$ cat src/rtl/pq_op_sequencer.sv
// pq_op_sequencer: command front end for a max-first systolic priority queue.
// Ports: i_cmd_* in, o_pq_*/i_pq_* queue side, o_rsp_* out; PQ_SEQ_STATS_EN adds o_stat_*.
module pq_op_sequencer #(
  parameter int DATA_WIDTH = 16,
  parameter int ENQ_GAP    = 2,
  parameter int DEQ_GAP    = 3,
  parameter int CNT_WIDTH  = 16
) (
  input  logic                  i_CLK,
  input  logic                  i_RST,
  input  logic                  i_cmd_valid,
  output logic                  o_cmd_ready,
  input  logic [1:0]            i_cmd_op,
  input  logic [DATA_WIDTH-1:0] i_cmd_data,
  output logic                  o_pq_wrt,
  output logic                  o_pq_read,
  output logic [DATA_WIDTH-1:0] o_pq_data,
  input  logic                  i_pq_full,
  input  logic                  i_pq_empty,
  input  logic [DATA_WIDTH-1:0] i_pq_data,
  output logic                  o_rsp_valid,
  input  logic                  i_rsp_ready,
  output logic [DATA_WIDTH-1:0] o_rsp_data,
  output logic [1:0]            o_rsp_status
`ifdef PQ_SEQ_STATS_EN
  ,
  output logic [CNT_WIDTH-1:0]  o_stat_enq,
  output logic [CNT_WIDTH-1:0]  o_stat_deq,
  output logic [CNT_WIDTH-1:0]  o_stat_drop
`endif
);

  localparam logic [1:0] OP_PEEK = 2'b00;
  localparam logic [1:0] OP_ENQ  = 2'b01;
  localparam logic [1:0] OP_DEQ  = 2'b10;
  localparam logic [1:0] OP_REP  = 2'b11;

  localparam logic [1:0] ST_OK    = 2'b00;
  localparam logic [1:0] ST_DFULL = 2'b01;
  localparam logic [1:0] ST_DEMPT = 2'b10;

  localparam int GMAX = (ENQ_GAP > DEQ_GAP) ? ENQ_GAP : DEQ_GAP;
  localparam int GW   = (GMAX < 2) ? 1 : $clog2(GMAX);

  typedef enum logic [1:0] {
    IDLE,
    ISSUE,
    SETTLE,
    RESP
  } state_t;

  state_t                state_q, state_d;
  logic [1:0]            op_q, op_d;
  logic [DATA_WIDTH-1:0] data_q, data_d;
  logic [GW-1:0]         cnt_q, cnt_d;
  logic [DATA_WIDTH-1:0] rsp_q, rsp_d;
  logic [1:0]            sts_q, sts_d;
  logic                  ready;
  logic                  wrt;
  logic                  rd;
  logic                  rsp_vld;

  always_ff @(posedge i_CLK or posedge i_RST) begin
    if (i_RST) begin
      state_q <= IDLE;
      op_q    <= 2'b00;
      data_q  <= '0;
      cnt_q   <= '0;
      rsp_q   <= '0;
      sts_q   <= ST_OK;
    end else begin
      state_q <= state_d;
      op_q    <= op_d;
      data_q  <= data_d;
      cnt_q   <= cnt_d;
      rsp_q   <= rsp_d;
      sts_q   <= sts_d;
    end
  end

  always_comb begin
    state_d = state_q;
    op_d    = op_q;
    data_d  = data_q;
    cnt_d   = cnt_q;
    rsp_d   = rsp_q;
    sts_d   = sts_q;
    ready   = 1'b0;
    wrt     = 1'b0;
    rd      = 1'b0;
    rsp_vld = 1'b0;
    unique case (state_q)
      IDLE: begin
        ready = 1'b1;
        if (i_cmd_valid) begin
          op_d    = i_cmd_op;
          data_d  = i_cmd_data;
          state_d = ISSUE;
        end
      end
      ISSUE: begin
        // Queue status and top are only looked at in this cycle.
        state_d = RESP;
        sts_d   = ST_OK;
        rsp_d   = i_pq_data;
        unique case (op_q)
          OP_ENQ: begin
            rsp_d = data_q;
            if (i_pq_full) begin
              sts_d = ST_DFULL;
            end else begin
              wrt     = 1'b1;
              state_d = SETTLE;
              cnt_d   = GW'(ENQ_GAP - 1);
            end
          end
          OP_DEQ: begin
            if (i_pq_empty) begin
              sts_d = ST_DEMPT;
            end else begin
              rd      = 1'b1;
              state_d = SETTLE;
              cnt_d   = GW'(DEQ_GAP - 1);
            end
          end
          OP_REP: begin
            // Replace on full is fine: one out, one in.
            if (i_pq_empty) begin
              sts_d = ST_DEMPT;
            end else begin
              wrt     = 1'b1;
              rd      = 1'b1;
              state_d = SETTLE;
              cnt_d   = GW'(ENQ_GAP - 1);
            end
          end
          default: begin
          end
        endcase
      end
      SETTLE: begin
        if (cnt_q == '0) begin
          state_d = RESP;
        end else begin
          cnt_d = cnt_q - GW'(1);
        end
      end
      RESP: begin
        rsp_vld = 1'b1;
        if (i_rsp_ready) begin
          state_d = IDLE;
        end
      end
      default: begin
        state_d = IDLE;
      end
    endcase
  end

  // State resets to IDLE, so ready must be masked while reset is held.
  assign o_cmd_ready  = ready & ~i_RST;
  assign o_pq_wrt     = wrt;
  assign o_pq_read    = rd;
  assign o_pq_data    = data_q;
  assign o_rsp_valid  = rsp_vld;
  assign o_rsp_data   = rsp_q;
  assign o_rsp_status = sts_q;

`ifdef PQ_SEQ_STATS_EN
  logic [CNT_WIDTH-1:0] enq_q;
  logic [CNT_WIDTH-1:0] deq_q;
  logic [CNT_WIDTH-1:0] drop_q;
  logic                 drop;

  assign drop = (state_q == ISSUE) && (sts_d != ST_OK);

  always_ff @(posedge i_CLK or posedge i_RST) begin
    if (i_RST) begin
      enq_q  <= '0;
      deq_q  <= '0;
      drop_q <= '0;
    end else begin
      if (wrt && (enq_q != '1)) enq_q <= enq_q + 1'b1;
      if (rd && (deq_q != '1)) deq_q <= deq_q + 1'b1;
      if (drop && (drop_q != '1)) drop_q <= drop_q + 1'b1;
    end
  end

  assign o_stat_enq  = enq_q;
  assign o_stat_deq  = deq_q;
  assign o_stat_drop = drop_q;
`endif

endmodule

$ cat config.mk
export PLATFORM = sky130hd
export DESIGN_NAME = pq_op_sequencer
export DESIGN_NICKNAME = d
export VERILOG_FILES = /design/src/rtl/pq_op_sequencer.sv
export SDC_FILE = /design/constraint.sdc
export NUM_CORES = 1
export LEC_CHECK = 0
export ABC_AREA = 1
export CAP_MARGIN = 5
export CELL_PAD_IN_SITES_DETAIL_PLACEMENT = 0
export CELL_PAD_IN_SITES_GLOBAL_PLACEMENT = 1
export CORE_UTILIZATION = 32
export DETAILED_ROUTE_END_ITERATION = 7
export PLACE_DENSITY = 0.87
export SYNTH_ARGS = -nofsm -noshare
export SYNTH_HDL_FRONTEND = slang
export SYNTH_SLANG_ARGS = --single-unit
$ cat constraint.sdc
create_clock -name i_CLK -period 1.5 [get_ports i_CLK]
set_input_delay 0.225 -clock i_CLK [delete_from_list [all_inputs] [get_ports i_CLK]]
set_output_delay 0.225 -clock i_CLK [all_outputs]
set_load 0.1 [all_outputs]
* Word level (Yosys, flattened, before mapping)
Cells that the tools add are included.
** Word-level totals
- Flip-flop bits (word level) :: 40
- Latch bits :: 0
- Bits in writable memories :: 0
- Memory bits (read-only) :: 0
- Bits of input ports :: 40
- Output and inout port bits :: 38
- Memories :: 0
** Operators by class
- Add/sub/neg operators :: 1
- $mul :: 0
- Div/mod/pow operators :: 0
- Magnitude comparators :: 0
- Eq/ne operators :: 14
- Shifts and indexed selects :: 0
- Multiplexer cells :: 25
- Bitwise operators :: 2
- Reduce and logical (&&, ||, !) cells :: 7
** Operators with widths (number)
- two-way mux 16 bit :: 1
- two-way mux 2 bit :: 8
- two-way mux 1 bit :: 10
- inequality test 3 bit (second input constant) :: 3
- == test 2 bit (second input constant) :: 4
- inequality test 2 bit (second input constant) :: 4
- case mux 2 bit (2 select lines) :: 2
- case mux 2 bit (4 select lines) :: 1
- case mux 2 bit (3 select lines) :: 1
- AND reduction 6 bit :: 1
- == test 2 x 1 -> 1 bit (second input constant) :: 2
- zero test 2 bit :: 2
- inequality test 4 x 2 -> 1 bit (second input constant) :: 1
- case mux 1 bit (2 select lines) :: 2
- AND reduction 3 bit :: 1
- AND reduction 2 bit :: 1
- nonzero test 2 bit :: 1
- OR reduction 2 bit :: 1
- subtractor 2 x 1 -> 2 bit (second input constant) :: 1
- AND 1 bit :: 1
- NOT 1 bit :: 1

* Longest topological paths before layout
Gate-level depths: netlist of run 1.
- Word-level depth :: 4
- Mapped depth :: 9
- Gate-level depth less buffers :: 8

* Worst setup path before layout of run 1
Ideal clock, no wire load.
- Path type :: register to output
- Start point :: register op_q[1]
- End point :: output port o_pq_wrt
- Arrival :: 2273 ps
- Data required time :: 1275 ps
- Path slack :: -998 ps
- Stages on the path, launching flop included :: 7
- Buffers on the path :: 2
- Path through :: dfrtp_1 > inv_1 > ha_1 > buf_6 > inv_4 > buf_6 > o31ai_2
** On the way
- Cells in the longest elaborated chain, start to end :: 3
- Elaborated cells between the ends (all ways) :: 4
** RTL lines
- from (decl) :: RTL line 53 : logic [1:0] op_q, op_d;
- from (signal assigned) :: RTL line 73 : op_q <= op_d;
- == test 2 bit / == test 2 x 1 -> 1 bit (equally long branches) :: RTL line 106 : unique case (op_q)
- case mux 1 bit (2 select lines) (*) :: RTL line 106
- two-way mux 1 bit (*) :: RTL line 92 : unique case (state_q)
- to (decl) :: RTL line 15 : output logic o_pq_wrt,
Every way passes the cells marked *; elsewhere a longest branch is shown, timed or not.

* Worst setup path in the final report of run 1
- Start point :: register state_q[1]
- End point :: output port o_pq_wrt
** On the way
- Cells in the longest elaborated chain, start to end :: 2
** RTL lines
- from (decl) :: RTL line 52 : state_t state_q, state_d;
- from (signal assigned) :: RTL line 72 : state_q <= state_d;
- == test 2 x 1 -> 1 bit :: RTL line 92
- two-way mux 1 bit :: RTL line 92
Every way passes these cells.

==> summary.log, run 1 <==
[logic_synthesis] Synth warnings 0
[timing] setup repair after global routing missed its margin true
[logic_synthesis] count of state elements after synthesis 40
[timing] Clock Skews 0.00330 ns
[route] starting DRC count in detailed routing 69
[die] area inside the core boundary 5990 µm²
[setup_path] type of the setup path with the least slack flip-flop to primary output
[worst_hold_path] worst min-delay path class primary input to async pin
[logic_synthesis] syn_nets 250
[route] router iterations before antenna repair 4
[setup_path] critical path endpoint o_pq_wrt
[timing] final setup violation count 4
[global_route] via count of the first global-routing pass 1706
[timing] fmax 0.590 GHz
[die] Starting Density 0.336
[logic_synthesis] library cell with the highest instance count after synthesis sky130_fd_sc_hd__dfrtp_1
[logic_synthesis] most area-hungry cell type in the Yosys netlist sky130_fd_sc_hd__dfrtp_1
[route] overall via count from detail_route 1717
[setup_path] critical-path maximum fanout 4
[clock_network] Num CTS Buffers 5
[route] vias per cell 4.63
[placed_design] pre-CTS worst setup slack 0.0243 ns
[logic_synthesis] area share of the largest cell type after synthesis 0.497
[die] die span in x 81.4 µm
[finish] count of nets after finishing 346
[placed_design] dpl hpwl 3.72 mm
[placed_design] weighted congestion at the end of routability-driven global placement 0.773
[finish] number of antenna repair diodes 0
[setup_path] Critical Path Start Type flip-flop
[setup_path] cell-by-cell trace of the critical path inv_2, ha_4, inv_6, o31ai_4, buf_12
[clock_network] CTS tree built
[die] I/O pin count 78
[route] drc violations 0
[global_route] grt ovf 0
[timing] Max Slew Vio Count 0
[logic_synthesis] Syn Std Cell Area 2020 µm²
[clock_network] clock root cell sky130_fd_sc_hd__clkbuf_8
[run] max-cap check violation count 0
[die] Row Count 28
[global_route] maximum number of pins on one net before global-route repair 41
[timing] slew at the pin with the worst max-slew slack 0.212 ns
[global_route] first-pass GRT wire length 8.36 mm
[logic_synthesis] most used flip-flop cell after synthesis sky130_fd_sc_hd__dfrtp_1
[route] Post-DRT Antenna Nets 0
[finish] share of post-route cells with drive strength above 1 0.395
[setup_path] largest stage delay on the critical path 0.40 ns
[clock_network] CTS H-Tree Depth 2
[logic_synthesis] fraction of the yosys area taken by sequential cells 0.497
[logic_synthesis] average size of a mapped cell 10.1 µm²
[timing] fin crit share 1.13
[die] Die Height 81.4 µm
[setup_path] capture instance of the worst register-to-register path cnt_q[1]
[setup_path] critical path data required time 1.27 ns
[die] overall die area 6620 µm²
[route] Routed wire per std cell 14.3 µm
[setup_path] reg2reg path depth 9
[global_route] antenna violations before repair 0
[logic_synthesis] number of synthesized flops with an enable pin 0
[timing] worst-case headroom to the max-slew limit 0.858
[global_route] overall routing resource usage 0.172
[clock_network] clock edge transition at the registers on the reported setup and hold paths 0.07 ns
[finish] Synth-to-Final Area Change 80.4%
[clock_network] hold_buf cts 0
[logic_synthesis] Synth top cells by count sky130_fd_sc_hd__dfrtp_1, sky130_fd_sc_hd__nand2_1, sky130_fd_sc_hd__o21ai_0
[setup_path] R2R setup slack 0.04 ns
[timing] final hold violations 0
[logic_synthesis] fraction of registers with async set or reset after synthesis 1.00
[setup_path] Worst setup EP type primary output
[logic_synthesis] Yosys cell types 21
[setup_path] start point of the critical path state_q[1]
[setup_path] start of the worst register-to-register path op_q[1]
[timing] minimum clock period 1.70 ns
[logic_synthesis] dominant cells by area after synthesis sky130_fd_sc_hd__dfrtp_1, sky130_fd_sc_hd__mux2_4, sky130_fd_sc_hd__nand2_1, sky130_fd_sc_hd__o21ai_0, sky130_fd_sc_hd__ha_1
[clock_network] sinks on the clock net 40
[setup_path] data arrival at the endpoint of the critical path 1.47 ns
[clock_network] clock tree buffer depth 2
[setup_path] critical path's slowest cell sky130_fd_sc_hd__dfrtp_1
[outcome] violated checks negative setup slack
[clock_network] latest clock arrival within the worst-skew pair 0.29 ns
[timing] min setup slack post-route -0.195 ns
[placed_design] port bufs 77
[route] Total Routed Length 5.31 mm
[logic_synthesis] cells after synthesis 200
[outcome] result of the run complete, but fails checks
## how the worst min path moves through the flow
stage,start,endpoint,slack (ns),cells past startpoint
CTS,i_RST,cnt_q[1],0.37,3
global route,i_RST,cnt_q[1],0.38,3
global placement,cnt_q[0],cnt_q[0],0.46,2
detailed placement,cnt_q[1],cnt_q[1],0.47,2
floorplan,i_pq_full,o_rsp_status[0],0.37,2
finish,i_RST,state_q[1],0.36,3
## timing repair
action	CTS	global route
buffers inserted	7	5
resized for setup	11	21
gates cloned	0	0
pin swaps	2	8
endpoints found under the setup margin	3	7
## layout by cell type, fill, tap and decap left out, types with 4 or more instances in the layout
cell type / netlist / routed
sky130_fd_sc_hd__inv_2: 0 / 6
sky130_fd_sc_hd__ha_4: 0 / 4
sky130_fd_sc_hd__o21ai_1: 11 / 12
sky130_fd_sc_hd__nor2_2: 1 / 4
sky130_fd_sc_hd__buf_12: 0 / 42
sky130_fd_sc_hd__clkbuf_8: 0 / 5
sky130_fd_sc_hd__nand2_1: 36 / 31
sky130_fd_sc_hd__dfrtp_1: 40 / 39
sky130_fd_sc_hd__mux2_4: 16 / 16
sky130_fd_sc_hd__nor2_1: 25 / 21
sky130_fd_sc_hd__o21ai_0: 27 / 25
sky130_fd_sc_hd__nand2_2: 3 / 8
sky130_fd_sc_hd__clkdlybuf4s50_1: 0 / 39
sky130_fd_sc_hd__buf_4: 1 / 15
## kinds of logic (layout without fill, tap and decap cells)
| group | count (synthesis) | in the layout | share of synthesized area |
|---|---|---|---|
| AND/OR/NAND/NOR | 69 | 69 | 0.139 |
| adder cells (fa/ha/maj) | 10 | 10 | 0.0621 |
| buffers and inverters | 21 | 117 | 0.0670 |
| multiplexers | 16 | 16 | 0.119 |
| AO/OA/AOI/OAI | 44 | 44 | 0.116 |
| flip-flops | 40 | 40 | 0.497 |
## registers in the layout, summed over array words and instances (netlist names)
signal	flops
o_rsp_data	16
state_q	2
o_rsp_status	2
o_pq_data	16
op_q	2
cnt_q	2
## worst max-delay path: cells and delay by family, from the launching register on
kind	cells	cell delay [ns]
AO/OA/AOI/OAI	1	0.25
buffers and inverters	3	0.36
flip-flops	1	0.40
adder cells (fa/ha/maj)	1	0.17
## final cells by class
| class | count | area (µm²) |
|---|---|---|
| clock buffers | 5 | 68.8 |
| clock inverters | 2 | 60.1 |
| fillers | 467 | 2350 |
| inverters | 12 | 52.6 |
| multi-input cells | 139 | 992 |
| flip-flops and latches | 40 | 1000 |
| well taps | 75 | 93.8 |
| repair buffers | 98 | 1370 |
## routing by layer
metal / GRT usage / up-vias / part of all wire
li1: - / 845 / -
met1: 0.211 / 814 / 0.43
met2: 0.296 / 51 / 0.50
met3: 0.0382 / 7 / 0.056
met4: 0.0554 / 0 / 0.015
met5: 0 / - / 0
## stage by stage
stage | utilization | area (µm²) | std cells | setup TNS (ns) | hold WS [ns]
finish | 0.607 | 3640 | 371 | -0.419 | 0.365
global route | 0.607 | 3640 | 371 | -0.793 | 0.379
CTS | 0.596 | 3570 | 367 | -0.435 | 0.367
detailed placement | 0.558 | 3340 | 353 | 0 | 0.471
global placement | 0.558 | 3340 | 353 | 0 | 0.459
floorplan | - | 2060 | 200 | -0.878 | 0.365
Power of run 1 is left out: the tool's default activity adds up to more than one toggle a clock period on the data nets, which glitch-free logic cannot reach.
==> run 2: changes to the inputs <==
--- a/config.mk
+++ b/config.mk
@@ -9,9 +9,10 @@
 export CAP_MARGIN = 5
 export CELL_PAD_IN_SITES_DETAIL_PLACEMENT = 0
 export CELL_PAD_IN_SITES_GLOBAL_PLACEMENT = 1
-export CORE_UTILIZATION = 32
+export CORE_UTILIZATION = 46
 export DETAILED_ROUTE_END_ITERATION = 7
-export PLACE_DENSITY = 0.87
+export DONT_BUFFER_PORTS = 1
+export PLACE_DENSITY = 0.86
 export SYNTH_ARGS = -nofsm -noshare
 export SYNTH_HDL_FRONTEND = slang
 export SYNTH_SLANG_ARGS = --single-unit
==> run 2 against run 1 <==
Net effect:
- the flow still finishes with violations (negative setup slack)
- first-iteration DRC count decreased by 5.8%
- register-to-register slack improved by 0.03 ns
- non-clock buffer count decreased by 43
- via count decreased by 11%
- sequential share of layout area increased by 8.7 points
- clock skew increased by 0.0047 ns
- cell count decreased by 18%
==> summary.log, run 2 (same netlist as run 1, synthesis figures left out) <==
[die] Row Count 23 [-18%]
[setup_path] type of the setup path with the least slack flip-flop to primary output
[finish] count of nets after finishing 303 [-12%]
[die] overall die area 4650 µm² [-30%]
[route] Routed wire per std cell 15.0 µm [+4.7%]
[clock_network] clock tree buffer depth 2 [unchanged]
[setup_path] data arrival at the endpoint of the critical path 1.44 ns [-0.03 ns]
[worst_hold_path] hold endpoint o_rsp_status[0]
[global_route] maximum number of pins on one net before global-route repair 41 [unchanged]
[global_route] via count of the first global-routing pass 1546 [-9.4%]
[setup_path] largest stage delay on the critical path 0.40 ns [about the same]
[worst_hold_path] worst min-delay path class primary input to flip-flop
[clock_network] clock root cell sky130_fd_sc_hd__clkbuf_8
[timing] min setup slack post-route -0.163 ns [+0.0322 ns]
[setup_path] Worst setup EP type primary output
[clock_network] CTS H-Tree Depth 2 [unchanged]
[setup_path] critical-path maximum fanout 5 [+1]
[route] vias per cell 5.05 [+9.1%]
[clock_network] latest clock arrival within the worst-skew pair 0.28 ns [about the same]
[finish] fillers 330 [-29%]
[route] overall via count from detail_route 1530 [-11%]
[setup_path] Critical Path Start Type flip-flop
[finish] Synth-to-Final Area Change 36.9%
[timing] fin crit share 1.11 [-0.0215]
[setup_path] start of the worst register-to-register path state_q[1]
[timing] Max Slew Vio Count 0 [unchanged]
[setup_path] reg2reg path depth 6 [-3]
[placed_design] dpl hpwl 3.30 mm [-11%]
[die] Die Height 68.2 µm [-16%]
[setup_path] critical path data required time 1.27 ns [about the same]
[timing] slew at the pin with the worst max-slew slack 0.908 ns [+0.696 ns]
[outcome] result of the run complete, but fails checks
[finish] number of antenna repair diodes 0 [unchanged]
[run] max-cap check violation count 0 [unchanged]
[timing] final setup violation count 3 [-1]
[global_route] grt ovf 0 [unchanged]
[die] area inside the core boundary 4120 µm² [-31%]
[placed_design] port bufs 0 [-100%]
[setup_path] capture instance of the worst register-to-register path o_pq_data[9]
[clock_network] Num CTS Buffers 5 [unchanged]
[clock_network] CTS tree built
[finish] share of post-route cells with drive strength above 1 0.407 [+0.0118]
[setup_path] critical path's slowest cell sky130_fd_sc_hd__dfrtp_1
[finish] most frequent cells in the layout sky130_fd_sc_hd__buf_4, sky130_fd_sc_hd__dfrtp_1, sky130_fd_sc_hd__nand2_1
[global_route] antenna violations before repair 0 [unchanged]
[global_route] overall routing resource usage 0.219 [+0.0475]
[setup_path] cell-by-cell trace of the critical path inv_2, ha_4, inv_8, nor2_2, nand2_2, o31ai_4, buf_12
[die] Starting Density 0.490 [+0.153]
[route] drc violations 0 [unchanged]
[route] router iterations before antenna repair 4 [unchanged]
[die] die span in x 68.2 µm [-16%]
[placed_design] weighted congestion at the end of routability-driven global placement 0.787 [+1.8%]
[worst_hold_path] beginning of the worst hold path i_pq_full
[timing] Clock Skews 0.00804 ns [+0.00474 ns]
[finish] commonest non-fill, non-tap cell in the layout sky130_fd_sc_hd__buf_4
[timing] final hold violations 0 [unchanged]
[route] starting DRC count in detailed routing 65 [-5.8%]
[global_route] first-pass GRT wire length 7.25 mm [-13%]
[finish] area occupied by registers 1000 µm² [-0.12%]
[route] Post-DRT Antenna Nets 0 [unchanged]
[finish] combined area of the multi-input logic cells 985 µm² [-0.76%]
[timing] worst-case headroom to the max-slew limit 0.395 [-0.463]
[timing] minimum clock period 1.66 ns [-0.0322 ns]
[die] I/O pin count 78 [unchanged]
[setup_path] R2R setup slack 0.07 ns [+0.03 ns]
[placed_design] placed cell count 285 [-19%]
[route] Total Routed Length 4.54 mm [-15%]
[clock_network] sinks on the clock net 40 [unchanged]
[worst_hold_path] instance count along the most critical hold path 2
[finish] Non-Filler Instances 303 [-18%]
[clock_network] clock edge transition at the registers on the reported setup and hold paths 0.08 ns [about the same]
[timing] setup repair after global routing missed its margin true
[outcome] violated checks negative setup slack
[timing] fmax 0.601 GHz [+1.9%]
## run 2: cell types whose count changed in the layout (fill, tap and decap cells not counted), sizes merged
cell           before  now
buf                59   54
bufinv              2    0
clkbuf              5    6
clkdlybuf4s50      39    0
dlygate4sd3         0    1
inv                11   12
## run 2: final cells by class
class,count,share of cell area
tap,50,0.0227
clock buffer,6,0.0263
sequential,40,0.363
inverter,12,0.0200
timing repair buffer,55,0.210
clock inverter,1,0.00181
multi-input combinational,139,0.357
## run 2: critical path, delay by kind of cell, from the launching register on
family	cells	cell delay, ns
AO/OA/AOI/OAI	1	0.07
AND/OR/NAND/NOR	2	0.16
buffers and inverters	3	0.36
flip-flops	1	0.40
adder cells (fa/ha/maj)	1	0.17
## run 2: metal layers
metal / track usage / up-vias / routed length [µm]
met3: 0.0617 / 4 / 263
met2: 0.366 / 43 / 2270
li1: - / 765 / -
met5: 0 / - / 0
met1: 0.268 / 718 / 1970
met4: 0.0807 / 0 / 38
## run 2: metrics by stage
stage	TNS [ns]	utilization	setup WS, ns	area, µm²	hold slack (ns)
2_1_floorplan	-0.878	-	-0.465	2060	0.365
3_3_place_gp	0	0.611	0.0569	2510	0.271
3_5_place_dp	-0.0231	0.611	-0.0231	2510	0.278
4_1_cts	-0.435	0.657	-0.176	2710	0.0765
5_1_grt	-0.657	0.670	-0.234	2760	0.0713
6_report	-0.361	0.670	-0.163	2760	0.0825
## run 2: how the worst max path moves through the flow
stage / startpoint / endpoint / slack [ns]
4_1_cts: state_q[1] / o_pq_wrt / -0.18
6_report: state_q[1] / o_pq_wrt / -0.16
3_3_place_gp: state_q[1] / o_pq_wrt / 0.06
2_1_floorplan: op_q[1] / o_pq_wrt / -0.47
3_5_place_dp: state_q[0] / state_q[0] / -0.02
5_1_grt: state_q[1] / o_pq_wrt / -0.23
## run 2: timing repair
action,4_1_cts,5_1_grt
pin swaps,3,4
setup endpoints to repair,11,7
setup buffers,8,3
gates resized for setup,10,13
hold buffers,1,0
hold endpoints to repair,40,0
Power of run 2 is left out for the same reason.
